===== src/rtl/uart_rx.sv =====
// 8N1 UART receiver, LSB first: synchronizes the serial line, recovers each byte
// and reports it with a one-cycle valid pulse or a one-cycle framing-error pulse.
module uart_rx #(
    parameter int CLK_FREQ_KHz  = 50000,
    parameter int BAUD_RATE_BPS = 115200
) (
    input  logic       clk,
    input  logic       rst,
    input  logic       rx,
    output logic [7:0] data,
    output logic       data_en,
    output logic       rx_busy,
    output logic       frame_err
);

    localparam int BIT_CLOCKS = (CLK_FREQ_KHz * 1000) / BAUD_RATE_BPS;
    localparam int CW         = $clog2(BIT_CLOCKS);

    localparam logic [CW-1:0] HALF_LAST = CW'(BIT_CLOCKS / 2 - 1);
    localparam logic [CW-1:0] BIT_LAST  = CW'(BIT_CLOCKS - 1);

    typedef enum logic [4:0] {
        IDLE      = 5'b00001,
        START_BIT = 5'b00010,
        DATA_BITS = 5'b00100,
        STOP_BIT  = 5'b01000,
        FINALIZE  = 5'b10000
    } state_t;

    state_t        state, state_n;
    logic [CW-1:0] bit_cnt, bit_cnt_n;
    logic [2:0]    data_cnt, data_cnt_n;
    logic [7:0]    shift, shift_n;
    logic [7:0]    data_n;
    logic          data_en_n, frame_err_n;
    logic          rx_meta, rx_s;

    // NOTE: async active-low reset; the synchronizer resets to 1 so a reset
    // release never looks like a start bit.
    always_ff @(posedge clk or negedge rst) begin
        if (!rst) begin
            rx_meta <= 1'b1;
            rx_s    <= 1'b1;
        end else begin
            rx_meta <= rx;
            rx_s    <= rx_meta;
        end
    end

    // NOTE: every variable gets a default before the case so no latch is inferred.
    always_comb begin
        state_n     = state;
        bit_cnt_n   = bit_cnt;
        data_cnt_n  = data_cnt;
        shift_n     = shift;
        data_n      = data;
        data_en_n   = 1'b0;
        frame_err_n = 1'b0;
        unique case (state)
            IDLE: begin
                bit_cnt_n  = '0;
                data_cnt_n = '0;
                if (!rx_s) state_n = START_BIT;
            end
            START_BIT: begin
                if (bit_cnt == HALF_LAST) begin
                    bit_cnt_n = '0;
                    state_n   = rx_s ? IDLE : DATA_BITS;
                end else begin
                    bit_cnt_n = bit_cnt + 1'b1;
                end
            end
            DATA_BITS: begin
                if (bit_cnt == BIT_LAST) begin
                    bit_cnt_n = '0;
                    shift_n   = {rx_s, shift[7:1]};
                    if (data_cnt == 3'd7) begin
                        data_cnt_n = '0;
                        state_n    = STOP_BIT;
                    end else begin
                        data_cnt_n = data_cnt + 1'b1;
                    end
                end else begin
                    bit_cnt_n = bit_cnt + 1'b1;
                end
            end
            STOP_BIT: begin
                if (bit_cnt == BIT_LAST) begin
                    bit_cnt_n = '0;
                    state_n   = FINALIZE;
                    if (rx_s) begin
                        data_n    = shift;
                        data_en_n = 1'b1;
                    end else begin
                        frame_err_n = 1'b1;
                    end
                end else begin
                    bit_cnt_n = bit_cnt + 1'b1;
                end
            end
            FINALIZE: begin
                // A break (line still low) holds here so it cannot start a frame.
                if (rx_s) state_n = IDLE;
            end
            default: state_n = IDLE;
        endcase
    end

    // NOTE: sequential state uses non-blocking assignments only.
    always_ff @(posedge clk or negedge rst) begin
        if (!rst) begin
            state     <= IDLE;
            bit_cnt   <= '0;
            data_cnt  <= '0;
            shift     <= '0;
            data      <= '0;
            data_en   <= 1'b0;
            frame_err <= 1'b0;
            rx_busy   <= 1'b0;
        end else begin
            state     <= state_n;
            bit_cnt   <= bit_cnt_n;
            data_cnt  <= data_cnt_n;
            shift     <= shift_n;
            data      <= data_n;
            data_en   <= data_en_n;
            frame_err <= frame_err_n;
            rx_busy   <= (state_n != IDLE);
        end
    end

endmodule


===== config.mk =====
export PLATFORM = sky130hd
export DESIGN_NAME = uart_rx
export DESIGN_NICKNAME = d
export VERILOG_FILES = /design/src/rtl/uart_rx.sv
export SDC_FILE = /design/constraint.sdc
export NUM_CORES = 1
export LEC_CHECK = 0
export ABC_AREA = 1
export CAP_MARGIN = 20
export CORE_MARGIN = 8
export CORE_UTILIZATION = 58
export CTS_CLUSTER_DIAMETER = 30
export CTS_CLUSTER_SIZE = 28
export DETAILED_ROUTE_END_ITERATION = 8
export HOLD_SLACK_MARGIN = 0.06
export PLACE_DENSITY = 0.77
export RECOVER_POWER = 100
export SYNTH_ARGS = -nofsm -noshare
export SYNTH_HDL_FRONTEND = slang
export SYNTH_SLANG_ARGS = --single-unit

===== constraint.sdc =====
create_clock -name clk -period 2 [get_ports clk]
set_input_delay 0.4 -clock clk [delete_from_list [all_inputs] [get_ports clk]]
set_output_delay 0.4 -clock clk [all_outputs]
set_load 0.05 [all_outputs]

==> summary.md <==
| Metric | Value |
|---|---|
| FF+latch count, synth | 38 |
| Final critical-path share of the clock period | 0.962 |
| Number of I/O pins | 14 |
| Ranking of synthesized cells by area | dfrtp_1 (43%), nand2_1 (13%), nand3_1 (6.4%), inv_1 (5.6%), dfstp_2 (3.9%) |
| Share of synthesized cell area in and, or, nand and nor gates | 0.328 |
| # rows | 21 |
| Series of cell instances along the critical path | clkdlybuf4s50_1 |
| Maximum ir drop on the vdd rail | 0.000527 V |
| Std-Cell Core Area | 3340 sq um |
| Post-synthesis sequential area ratio | 0.472 |
| Final Instance Count excl. Fillers | 306 |
| CTS tree | done |
| Number of global-route vias before repair | 1,550 |
| Number of enable flip-flop cells after synthesis | 0 |
| Post-synthesis to final-layout area growth | 9.90% |
| Total setup buffers inserted after CTS | 0 |
| Largest stage delay on the critical path | 0.81 ns |
| Synth async-reset ratio | 1.00 |
| Min cycle time layout | 1.92 ns |
| Detail Placement HPWL | about 2700 um |
| Gpl congestion | 0.868 |
| Reg clk slew, reported paths | 0.12 ns |
| Count of pins over their slew limit | 0 |
| Main combinational cell family by area after synthesis | simple AND/OR/NAND/NOR gates |
| Setup repair after global routing missed its margin | no |
| Share of post-route cells with drive strength above 1 | 0.112 |
| Hold-fix buffers, CTS | 0 |
| Setup TNS Final | 0 ns |
| Die width | 75.0 um |
| Synthesized Nets | 251 |
| Leading cell types in the layout, fill and taps excluded | nand2_1 (72), dfrtp_1 (35), inv_1 (30) |
| CTS HTree Levels | 2 |
| Result of the run | complete, no violations |
| Net switching component of the power | 0.000571 W |
| Final setup vio count | 0 |
| Leakage power | 1.11 nW |
| Part of the total power dissipated in combinational logic | 0.198 |
| Die height | roughly 75 um |
| IO Port Bufs | 13 |
| Area share of fa/ha/maj cells after synthesis | 0.0309 |
| Vias per cell | 5.24 |
| Portion of synthesized cell area occupied by the leading cell type | 0.433 |
| Type of the worst setup path | reg -> out |
| Transition time at the pin with the least slew margin | 0.914 ns |
| Sinks on Clock Net | 38 |
| Post-detailed-route wirelength per cell | 12.4 um |
| CTS Buf Count | 5 |
| Cell area after synthesis | 2020 sq um |
| Root Buffer Master | clkbuf_4 |
| Count of TritonRoute iterations in the first routing pass | 4 |
| Synthesized-area fraction occupied by xor and xnor cells | 0.00433 |
| Number of antenna violations at the first check in global routing | 0 |
| Total inserted antenna cells | 0 |
| Antenna viol nets, final | 0 |
| Number of placed instances with taps included | 298 |
| Power density over the cells | 848 nW/um^2 |
| Aggregate global-route resource usage | 0.161 |
| Total length of routed met3 wires | 240 um |
| Post-route clock skew | around 0.012 ns |
| Worst Setup End Kind | output port |
| Cell internal pwr | 0.00131 W |
| Compound-gate portion of the synthesized area | 0.0761 |
| Highest net fanout along the worst path | 2 |
| Final Hold Viols | 0 |
| Detail Route met2 WL | 1780 um |
| Highest signal layer in the routed design | met4 |
| Primary flip-flop cell chosen by synthesis mapping | dfrtp_1 |
| Warnings from Yosys | 0 |
| Post-synthesis cell count | 243 |
| Maximum achievable frequency | 520 MHz |
| Met1 Wirelength | 1710 um |
| Required time at the worst-slack endpoint | 1.60 ns |
| Cell type with the highest aggregate area in the netlist | dfrtp_1 |
| Final-stage net count | 267 |
| Synthesized area per cell | 8.32 sq um |
| Pin count of the biggest net entering global routing | 39 |
| Unique cell type count in the Yosys netlist | 27 |
| DRC errors left | 0 |
| Cell with the largest stage delay on the worst path | clkdlybuf4s50_1 |
| Headroom to the max-slew limit | 0.390 |
| Global-route wire length before repair | 6990 um |
| Worst min path class | in -> async |
| Data arrival time of the critical path | 1.52 ns |
| Skew-Pair Late Insertion Delay | ~0.34 ns |
| Overall via count from detail_route | 1,604 |
| Detailed router's first-iteration violation count | between 100 and 150 |
| Startpoint type of the worst setup path | flip-flop |
| Critical path buffers and inverters | 1 |
| Multiplexer fraction of the synthesized cell area | 0 |
| Maximum buffer depth of the clock tree | 2 |
| Leading cell type in the layout, fill and taps excluded | nand2_1 |
| Number of max-capacitance violations reported | 0 |
| Initial core utilization | 0.606 |
| Clock Power Share | 0.348 |
| Portion of total power attributed to sequential cells | 0.455 |
| Total routed wirelength | 3810 um |
| Remaining global-route overflow | 0 |
| Family of cells with the greatest summed delay on the critical path | buffers and inverters |
| Switching Share | 0.303 |
| CTS resizes | 0 |
| Die area | ~5600 sq um |
[synth_stat cells (2+ instances only)]
library cell	count
nand2_1	71
dfrtp_1	35
inv_1	30
nand3_1	26
nor2_1	16
o21ai_0	9
nand4_1	8
o21ai_2	8
ha_1	5
nor2_4	4
o21ai_1	4
dfstp_2	3
inv_2	3
nand2_2	3
nor2_2	3
buf_6	2
nand2_4	2
nand3_4	2
[logic make-up after synthesis]
group / after synthesis
AO/OA/AOI/OAI: 24
buffers and inverters: 38
flip-flops: 38
adder cells (fa/ha/maj): 5
XOR/XNOR: 1
AND/OR/NAND/NOR: 137
[per-stage QoR]
stage	hold WS [ns]	util	cell area (sq um)	setup slack [ns]	total power (W)
after floorplan	0.104	-	2020	0.500	0.00114
after global placement	0.347	0.646	2160	0.442	0.00124
after detailed placement	0.351	0.646	2160	0.376	0.00125
after CTS	0.0858	0.678	2260	0.0380	0.00190
after global routing	0.316	0.666	2220	0.0272	0.00200
final	0.247	0.666	2220	0.0751	0.00188
[final cells by class]
class / count / area, sq um
Timing Repair Buffer: 14 / 130
Multi-Input combinational cell: 167 / 850
Clock buffer: 5 / 37.5
Inverter: 33 / 124
Sequential cell: 38 / 955
Tap cell: 46 / 57.6
Clock inverter: 3 / 68.8
Fill cell: 310 / 1110
[power by group through the flow]
stage | combinational [W] | clock, W | sequential (W)
global placement | 0.000369 | 0 | 0.000874
detailed placement | 0.000373 | 0 | 0.000876
CTS | 0.000379 | 0.000664 | 0.000860
finish | 0.000372 | 0.000655 | 0.000857
floorplan | 0.000243 | 0 | 0.000901
global route | 0.000440 | 0.000693 | 0.000867
[flip-flops by register name, indices dropped and copies added, names as in the netlist]
name,cells
data_cnt,3
rx_busy,1
data,8
frame_err,1
shift,8
bit_cnt,9
data_en,1
rx_s,1
state,5
rx_meta,1
[path summary, 6_finish.rpt]
path                            cells after the start  slack, ns      from    endpoint
worst max register to register                      6       0.19  state[0]  bit_cnt[6]
worst min register to register                      0       0.35   rx_meta        rx_s
worst max-delay path                                1       0.08   data[6]     data[6]
min in group clk                                    0       0.35   rx_meta        rx_s
worst min-delay path                                2       0.25       rst     data[4]
max in group asynchronous                           2       1.18       rst    state[4]
[layer usage]
metal,up-vias,GRT usage
met1,745,0.204
met5,-,0
met3,7,0.0320
li1,808,-
met4,0,0.0696
met2,44,0.257
Power figures use the tool's default switching activity.
